==> src/rtl/sim_ioctl_sram_loader.sv <==
// Streams ioctl download bytes into an SRAM through a small write FIFO and a 3-cycle write FSM;
// hands the SRAM back to the core when idle. Optional readback path enabled by SIM_LOADER_UPLOAD_EN.
module sim_ioctl_sram_loader #(
  parameter int ADDR_W     = 21,
  parameter int DATA_W     = 8,
  parameter int FIFO_DEPTH = 4,
  parameter int NUM_CH     = 2,
  parameter int INDEX_BASE = 0,
  parameter int CH_SHIFT   = 19
) (
  input  logic              clk_28_636,
  input  logic              reset,
  input  logic              ioctl_download,
  input  logic              ioctl_upload,
  input  logic              ioctl_wr,
  input  logic [24:0]       ioctl_addr,
  input  logic [DATA_W-1:0] ioctl_dout,
  input  logic [7:0]        ioctl_index,
  output logic [DATA_W-1:0] ioctl_din,
  output logic              ioctl_wait,
  input  logic              host_we_n,
  input  logic [ADDR_W-1:0] host_a,
  input  logic [DATA_W-1:0] host_d,
  output logic              SRAM_WE_n,
  output logic [ADDR_W-1:0] SRAM_A,
  output logic [DATA_W-1:0] sram_d_out,
  output logic              sram_d_oe,
  input  logic [DATA_W-1:0] sram_d_in,
  output logic              busy,
  output logic              done,
  output logic              overflow
);

  localparam int PTR_W = $clog2(FIFO_DEPTH);
  localparam int CNT_W = PTR_W + 1;

  typedef enum logic [1:0] {IDLE, SETUP, STROBE, HOLD} state_t;

  typedef struct packed {
    logic [ADDR_W-1:0] addr;
    logic [DATA_W-1:0] data;
  } entry_t;

  entry_t             mem [FIFO_DEPTH];
  entry_t             head;
  logic [PTR_W-1:0]   wr_ptr, rd_ptr;
  logic [CNT_W-1:0]   count, count_next;
  state_t             state;
  logic               we_n_q, wait_q, busy_q, dl_q;
  logic               in_range, accept, full, push, pop;
  logic [7:0]         ch_off;
  logic [ADDR_W-1:0]  map_addr;
  logic               up_active, up_wait;

  assign in_range = ({24'd0, ioctl_index} >= 32'(INDEX_BASE)) &&
                    ({24'd0, ioctl_index} <  32'(INDEX_BASE + NUM_CH));
  assign ch_off   = ioctl_index - 8'(INDEX_BASE);
  // Channel offset plus byte address, wrapping naturally at the SRAM size.
  assign map_addr = ADDR_W'(({24'd0, ch_off} << CH_SHIFT) + {7'd0, ioctl_addr});

  assign accept     = ioctl_wr & ioctl_download & in_range;
  assign full       = (count == CNT_W'(FIFO_DEPTH));
  assign push       = accept & ~full;
  assign pop        = (state == HOLD);
  assign count_next = count + CNT_W'(push) - CNT_W'(pop);
  assign head       = mem[rd_ptr];

  assign busy       = ioctl_download | (count != '0) | (state != IDLE) | up_active;
  assign ioctl_wait = wait_q | up_wait;

  // NOTE: FIFO storage has no reset; the pointers and count alone define which entries are valid.
  always_ff @(posedge clk_28_636) begin
    if (push) mem[wr_ptr] <= '{addr: map_addr, data: ioctl_dout};
  end

  // NOTE: all state below uses non-blocking assignments so every register samples pre-edge values.
  always_ff @(posedge clk_28_636 or posedge reset) begin
    if (reset) begin
      state    <= IDLE;
      wr_ptr   <= '0;
      rd_ptr   <= '0;
      count    <= '0;
      we_n_q   <= 1'b1;
      wait_q   <= 1'b0;
      overflow <= 1'b0;
      done     <= 1'b0;
      busy_q   <= 1'b0;
      dl_q     <= 1'b0;
    end else begin
      dl_q   <= ioctl_download;
      busy_q <= busy;
      done   <= busy_q & ~busy;
      count  <= count_next;
      wait_q <= (count_next >= CNT_W'(FIFO_DEPTH - 1));
      if (push) wr_ptr <= wr_ptr + PTR_W'(1);
      if (pop)  rd_ptr <= rd_ptr + PTR_W'(1);

      if (accept && full)                  overflow <= 1'b1;
      else if (ioctl_download && !dl_q)    overflow <= 1'b0;

      case (state)
        IDLE:   if (count != '0) state <= SETUP;
        SETUP:  begin state <= STROBE; we_n_q <= 1'b0; end
        STROBE: begin state <= HOLD;   we_n_q <= 1'b1; end
        HOLD:   state <= (count_next != '0) ? SETUP : IDLE;
        default: state <= IDLE;
      endcase
    end
  end

`ifdef SIM_LOADER_UPLOAD_EN
  logic [ADDR_W-1:0] up_addr_q;
  logic [1:0]        up_cnt;
  logic              up_q, up_change;

  assign up_active = ioctl_upload & ~ioctl_download & in_range & (count == '0) & (state == IDLE);
  assign up_change = up_active & (~up_q | (map_addr != up_addr_q));
  assign up_wait   = (up_cnt != 2'd0);

  // Readback: two cycles of SRAM access time after every new address.
  always_ff @(posedge clk_28_636 or posedge reset) begin
    if (reset) begin
      up_addr_q <= '0;
      up_cnt    <= 2'd0;
      up_q      <= 1'b0;
      ioctl_din <= '0;
    end else begin
      up_q <= up_active;
      if (up_change) begin
        up_cnt    <= 2'd2;
        up_addr_q <= map_addr;
      end else if (!up_active) begin
        up_cnt <= 2'd0;
      end else if (up_cnt != 2'd0) begin
        up_cnt <= up_cnt - 2'd1;
        if (up_cnt == 2'd1) ioctl_din <= sram_d_in;
      end
    end
  end
`else
  logic unused_upload;
  assign up_active     = 1'b0;
  assign up_wait       = 1'b0;
  assign ioctl_din     = '0;
  assign unused_upload = ^{ioctl_upload, sram_d_in};
`endif

  // NOTE: every output gets a default first so this block can never infer a latch.
  always_comb begin
    SRAM_WE_n  = host_we_n;
    SRAM_A     = host_a;
    sram_d_out = host_d;
    sram_d_oe  = ~host_we_n;
    if (reset) begin
      SRAM_WE_n = 1'b1;
      sram_d_oe = 1'b0;
    end else if (busy) begin
      SRAM_WE_n  = we_n_q;
      SRAM_A     = up_active ? map_addr : head.addr;
      sram_d_out = head.data;
      sram_d_oe  = (state != IDLE);
    end
  end

endmodule

==> config.mk <==
export PLATFORM = sky130hd
export DESIGN_NAME = sim_ioctl_sram_loader
export DESIGN_NICKNAME = d
export VERILOG_FILES = /design/src/rtl/sim_ioctl_sram_loader.sv
export SDC_FILE = /design/constraint.sdc
export NUM_CORES = 1
export LEC_CHECK = 0
export ABC_AREA = 0
export BUFFER_PORTS_ARGS = -buffer_cell sky130_fd_sc_hd__buf_2
export CAP_MARGIN = 25
export CORE_ASPECT_RATIO = 0.9
export CORE_MARGIN = 2
export CORE_UTILIZATION = 48
export CTS_CLUSTER_SIZE = 14
export DETAILED_ROUTE_END_ITERATION = 12
export HOLD_SLACK_MARGIN = 0.15
export PLACE_DENSITY = 0.75
export SYNTH_ARGS = -nofsm -noshare
export SYNTH_HDL_FRONTEND = slang
export SYNTH_SLANG_ARGS = --single-unit
export TNS_END_PERCENT = 100
==> constraint.sdc <==
create_clock -name clk_28_636 -period 2.79 [get_ports clk_28_636]
set_clock_uncertainty 0.1 [all_clocks]
set_input_delay 0.558 -clock clk_28_636 [delete_from_list [all_inputs] [get_ports clk_28_636]]
set_output_delay 0.558 -clock clk_28_636 [all_outputs]
set_load 0.01 [all_outputs]
==> flow_summary.yaml, run 1 <==
outcome:
  status: "finished, final reports clean"
timing:
  hold_ws_ns: 0.259
  post-route-period-util: 0.983
  tns_ns: 0
  setup_viol: 0
  tightest_slew_ns: 0.587
  period_needed_ns: 2.74
  hold_violations: 0
  fmax_mhz: 365
  finalMaxSlewViolations: 0
  relSlewSlack: 0.608
  rsz0062_at_grt: "true"
  worst_slack_ns: 0.0466
placement:
  port_buffers: 105
  placed_area_mm2: 0.00633
  gp_congestion: 0.706
  dpl.cell_count: 527
  post-place-ws_ns: -0.162
  hpwl_um: 6030
floorplan:
  fp.dieArea_mm2: 0.0122
  die_x_um: 116
  rows: 36
  io_pins: 127
  initial_core_util: 0.499
  die_y_um: 105
  design.core.area_mm2: 0.0109
synth:
  synth_area_leaders: "edfxtp_1, mux4_2, dfrtp_1"
  netlist_instances: 263
  synth_mux_area_frac: 0.192
  ys_warn_count: 0
  synth_edf_count: 116
  synthAdderAreaFrac: 0.0266
  synthArstFlopShare: 0.115
  synth_flop_cell: "edfxtp_1"
  synth-compound-area-share: 0.0133
  synth.largest_area_cell: "edfxtp_1"
  syn_area_mm2: 0.00546
  ys_seq_area_frac: 0.707
  synth_cell_type_count: 34
  synth_xor_area_frac: 0.0121
  synth_top_family_by_area: "multiplexers"
  synth.avg_cell_area_um2: 20.8
  synth_top_area_frac: 0.638
  yosys.area_share.simple: 0.0197
  synth_seq_cells: 131
global_routing:
  grt_start_max_net_pins: 25
  grt_pass1_wl_um: 14500
  overflow: 0
  antenna_found_initial: 0
  grt_pass1_vias: 2868
  grt_usage: 0.167
cells_and_area:
  final_common_cell: "edfxtp_1"
  drive_above_1_share: 0.559
  layout_common_cells: "edfxtp_1, buf_2, mux4_2"
  instances_no_fill: 562
  final_cell_area_mm2: 0.00706
  final_nets: 492
  diodes: 0
  syn2layout_area_growth_pct: 29.3
  utilization: 0.645
drt:
  via_count: 2773
  drc: 0
  firstDrtPassIters: 4
  detail-route-antenna-nets: 0
  initialDrtViolationCount: 168
  routed_wl_um: 9680
  wire_per_inst_um: 17.2
  routed_via_density: 4.93
setup_path:
  critPathLaunchType: "flip-flop"
  arrival_ns: 2.09
  cp_data_required_time_ns: 2.13
  cp-end-kind: "output port"
  worstSetupPathType: "flip-flop to output port"
  critPathMaxFanout: 18
cts:
  clock_tree.buffer_depth: 2
  clock_latency_ns: 0.41
  cts_tree: "yes"
  root_buffer: "clkbuf_16"
  cts_sinks: 131
  clk_pin_slew_ns: 0.06
  htreeDepth: 4
  cts_buffers: 17
pwr:
  vdd_drop_max_v: 0.000576
  p_leak_nw: 2.69
  total_power_mw: 6.30
  cellPowerDensity_mw_per_mm2: 892
run:
  max_cap_violations: 0
worst_hold_path:
  hp-class: "primary input to flip-flop"
-- final cells by class --
class                           instances  area (um2)
Inverter                               10        37.5
Sequential cell                       131        3860
Multi-Input combinational cell        111        1520
Clock buffer                           18         429
Fill cell                             767        3880
Tap cell                              152         190
Clock inverter                         14         163
Timing Repair Buffer                  126         865
-- flip-flops by register name, indices dropped and copies added, names as in the netlist --
signal	flops
wr_ptr	2
we_n_q	1
done	1
rd_ptr	2
count	3
state	2
overflow	1
dl_q	1
ioctl_wait	1
mem	116
busy_q	1
-- per-layer routing --
layer	global-route usage	up-vias	wire length, um
met3	0.0609	9	571
met4	0.0638	0	97
li1	-	1305	-
met2	0.282	85	5120
met1	0.193	1374	3880
met5	0	-	0
-- timing repair --
action	4_1_cts	5_1_grt
gates resized for setup	4	17
setup buffers	1	1
endpoints found under the setup margin	30	24
cloned	0	0
pin swaps	1	1
hold buffers	1	0
hold endpoints to repair	4	0
-- where the power goes --
part | switching (mW) | internal, mW | total (mW)
combinational | 0.769 | 1.08 | 1.85
sequential | 0.0434 | 2.23 | 2.27
clock | 0.785 | 1.40 | 2.18
-- cells by family (layout without fill, tap and decap cells) --
group                    after synthesis  after routing
buffers and inverters                 28            168
adder cells (fa/ha/maj)               11             11
AND/OR/NAND/NOR                       15             15
XOR/XNOR                               6              6
other                                  1              8
AO/OA/AOI/OAI                         10             10
flip-flops                           131            131
multiplexers                          61             61
-- worst max-delay path, cell delays in order, from the launching register on --
cell and delay [ns]:
dfrtp_1 0.39, inv_2 0.10, ha_4 0.16, nor4b_4 0.27
a21oi_4 0.13, buf_12 0.18, mux2_4 0.30, buf_2 0.14
-- cell usage after synthesis (3+ instances only) --
library cell	number
o21ai_0	3
buf_4	8
clkbuf_1	4
ha_1	10
buf_2	4
edfxtp_1	116
and2_1	4
mux4_2	29
inv_1	10
mux2_2	22
xnor2_1	4
dfrtp_1	14
mux2_4	10
-- final timing paths --
check,start,end,slack (ns),depth (start not counted)
setup / recovery,state[0],SRAM_A[11],0.05,7
hold / removal,ioctl_addr[5],mem[0][13],0.26,1
setup reg to reg,count[1],state[0],0.11,9
hold reg to reg,dl_q,overflow,0.39,2
max in group asynchronous,reset,rd_ptr[0],1.46,3
min in group asynchronous,reset,count[2],0.71,3
Note: power is estimated with default switching activity, not from simulation.
==> run 2, diff against run 1 <==
--- a/config.mk
+++ b/config.mk
@@ -10,11 +10,12 @@
 export CAP_MARGIN = 25
 export CORE_ASPECT_RATIO = 0.9
 export CORE_MARGIN = 2
-export CORE_UTILIZATION = 48
+export CORE_UTILIZATION = 50
+export CTS_BUF_LIST = sky130_fd_sc_hd__clkbuf_4
 export CTS_CLUSTER_SIZE = 14
 export DETAILED_ROUTE_END_ITERATION = 12
 export HOLD_SLACK_MARGIN = 0.15
-export PLACE_DENSITY = 0.75
+export PLACE_DENSITY = 0.78
 export SYNTH_ARGS = -nofsm -noshare
 export SYNTH_HDL_FRONTEND = slang
 export SYNTH_SLANG_ARGS = --single-unit
==> flow_summary.yaml, run 2 (synthesized netlist as in run 1, its figures left out) <==
outcome:
  failed_checks: "negative setup slack"
  status: "finished, violations left"
global_routing:
  grt_pass1_wl_um: 14800
  overflow: 0
  grt_start_max_net_pins: 19
  grt_pass1_vias: 3012
  antenna_found_initial: 1
  grt_usage: 0.174
placement:
  hpwl_um: 6250
  gp_congestion: 0.710
  post-place-ws_ns: -0.181
  placed_area_mm2: 0.00629
  port_buffers: 105
timing:
  period_needed_ns: 2.81
  setup_viol: 23
  relSlewSlack: 0.617
  fmax_mhz: 356
  hold_violations: 0
  tightest_slew_ns: 0.574
  rsz0062_at_grt: "true"
  hold_ws_ns: 0.201
  post-route-period-util: 1.01
  finalMaxSlewViolations: 0
  worst_slack_ns: -0.0185
drt:
  detail-route-antenna-nets: 0
  via_count: 2933
  initialDrtViolationCount: 147
  routed_via_density: 5.12
  firstDrtPassIters: 4
  wire_per_inst_um: 17.0
  routed_wl_um: 9730
  drc: 0
pwr:
  swShare: 0.259
  cellPowerDensity_mw_per_mm2: 783
  p_clk_frac: 0.238
  p_int_mw: 4.07
  vdd_drop_max_v: 0.000402
  p_leak_nw: 2.70
  combPwrFrac: 0.346
  seqPwrFrac: 0.416
  switching_power_mw: 1.42
cells_and_area:
  drive_above_1_share: 0.538
  syn2layout_area_growth_pct: 28.6
  final_nets: 525
  largest_reg_flops: 116
  largestRegisters: "mem: 116 flops, count: 3 flops"
  nFillCells: 739
  top_register: "mem"
  layout_common_cells: "edfxtp_1, buf_2, mux4_2"
  utilization: 0.655
  final_common_cell: "edfxtp_1"
  final_cell_area_mm2: 0.00702
run:
  max_cap_violations: 0
cts:
  clock_latency_ns: 0.49
  clk_pin_slew_ns: 0.10
  cts_buffers: 17
  cts_tree: "yes"
  cts_sinks: 131
  htreeDepth: 4
  root_buffer: "clkbuf_4"
  clock_tree.buffer_depth: 2
floorplan:
  initial_core_util: 0.509
  fp.dieArea_mm2: 0.0118
  die_y_um: 103
  design.core.area_mm2: 0.0107
  die_x_um: 114
  rows: 36
  io_pins: 127
setup_path:
  cp_data_required_time_ns: 2.13
  arrival_ns: 2.15
  worstSetupPathType: "flip-flop to output port"
  cp-end-kind: "output port"
  critPathLaunchType: "flip-flop"
  critPathMaxFanout: 18
worst_hold_path:
  hp-class: "primary input to flip-flop"
[run 2: cell count changes in the layout (fill, tap and decap cells not counted), moves of 2 or more]
cell           change
clkbuf_4          +20
clkinvlp_4         -2
buf_12             -4
buf_4              +8
clkbuf_16         -17
dlygate4sd3_1     +27
buf_6              +3
clkinv_4           -3
[run 2: through the flow]
step | std cells | total power, mW | TNS (ns)
finish | 573 | 5.50 | -0.203
global route | 572 | 5.79 | -2.90
CTS | 570 | 5.52 | -1.82
detailed placement | 513 | 4.03 | -0.181
global placement | 513 | 4.00 | -0.132
floorplan | 270 | 3.47 | -0.0878
[run 2: layer usage]
metal | track usage | vias up | routed length, um
met4 | 0.0694 | 0 | 72
met1 | 0.213 | 1465 | 4180
met5 | 0 | - | 0
met3 | 0.0482 | 6 | 477
met2 | 0.296 | 95 | 5010
li1 | - | 1367 | -
[run 2: final timing paths]
kind | cells past startpoint | startpoint | to | slack [ns]
worst max-delay path | 7 | state[0] | SRAM_A[20] | -0.02
worst max register to register | 10 | count[1] | state[0] | 0.11
max in group asynchronous | 3 | reset | rd_ptr[0] | 1.56
min in group asynchronous | 3 | reset | state[1] | 0.61
worst min register to register | 2 | dl_q | overflow | 0.41
worst min-delay path | 1 | ioctl_addr[14] | mem[2][22] | 0.20
[run 2: layout make-up]
cell class,count,area [um2],share of cell area
diodes,1,2.50,0.000356
clock buffers,20,150,0.0214
clock inverters,8,138,0.0196
inverters,10,37.5,0.00534
multi-input cells,111,1520,0.217
flip-flops and latches,131,3860,0.550
well taps,133,166,0.0237
repair buffers,159,1140,0.163
[run 2: power groups by stage]
stage               registers (mW)  clock network [mW]  logic (mW)
finish                        2.29                1.31        1.90
global route                  2.30                1.42        2.07
CTS                           2.29                1.34        1.89
detailed placement            2.33                   0        1.70
global placement              2.33                   0        1.67
floorplan                     2.32                   0        1.15
[run 2: critical path, cell delays in order, from the launching register on]
cell and delay (ns):
dfrtp_1 0.39, inv_2 0.07, ha_4 0.15, nor4b_4 0.13
a21oi_4 0.21, buf_12 0.20, mux2_2 0.36, buf_2 0.14
[run 2: what timing repair did]
action / CTS / global route
hold buffers: 28 / 0
buffers inserted: 1 / 2
gates cloned: 0 / 0
endpoints found under the setup margin: 31 / 32
resized for setup: 22 / 5
endpoints found under the hold margin: 112 / 0
pin swaps: 2 / 2
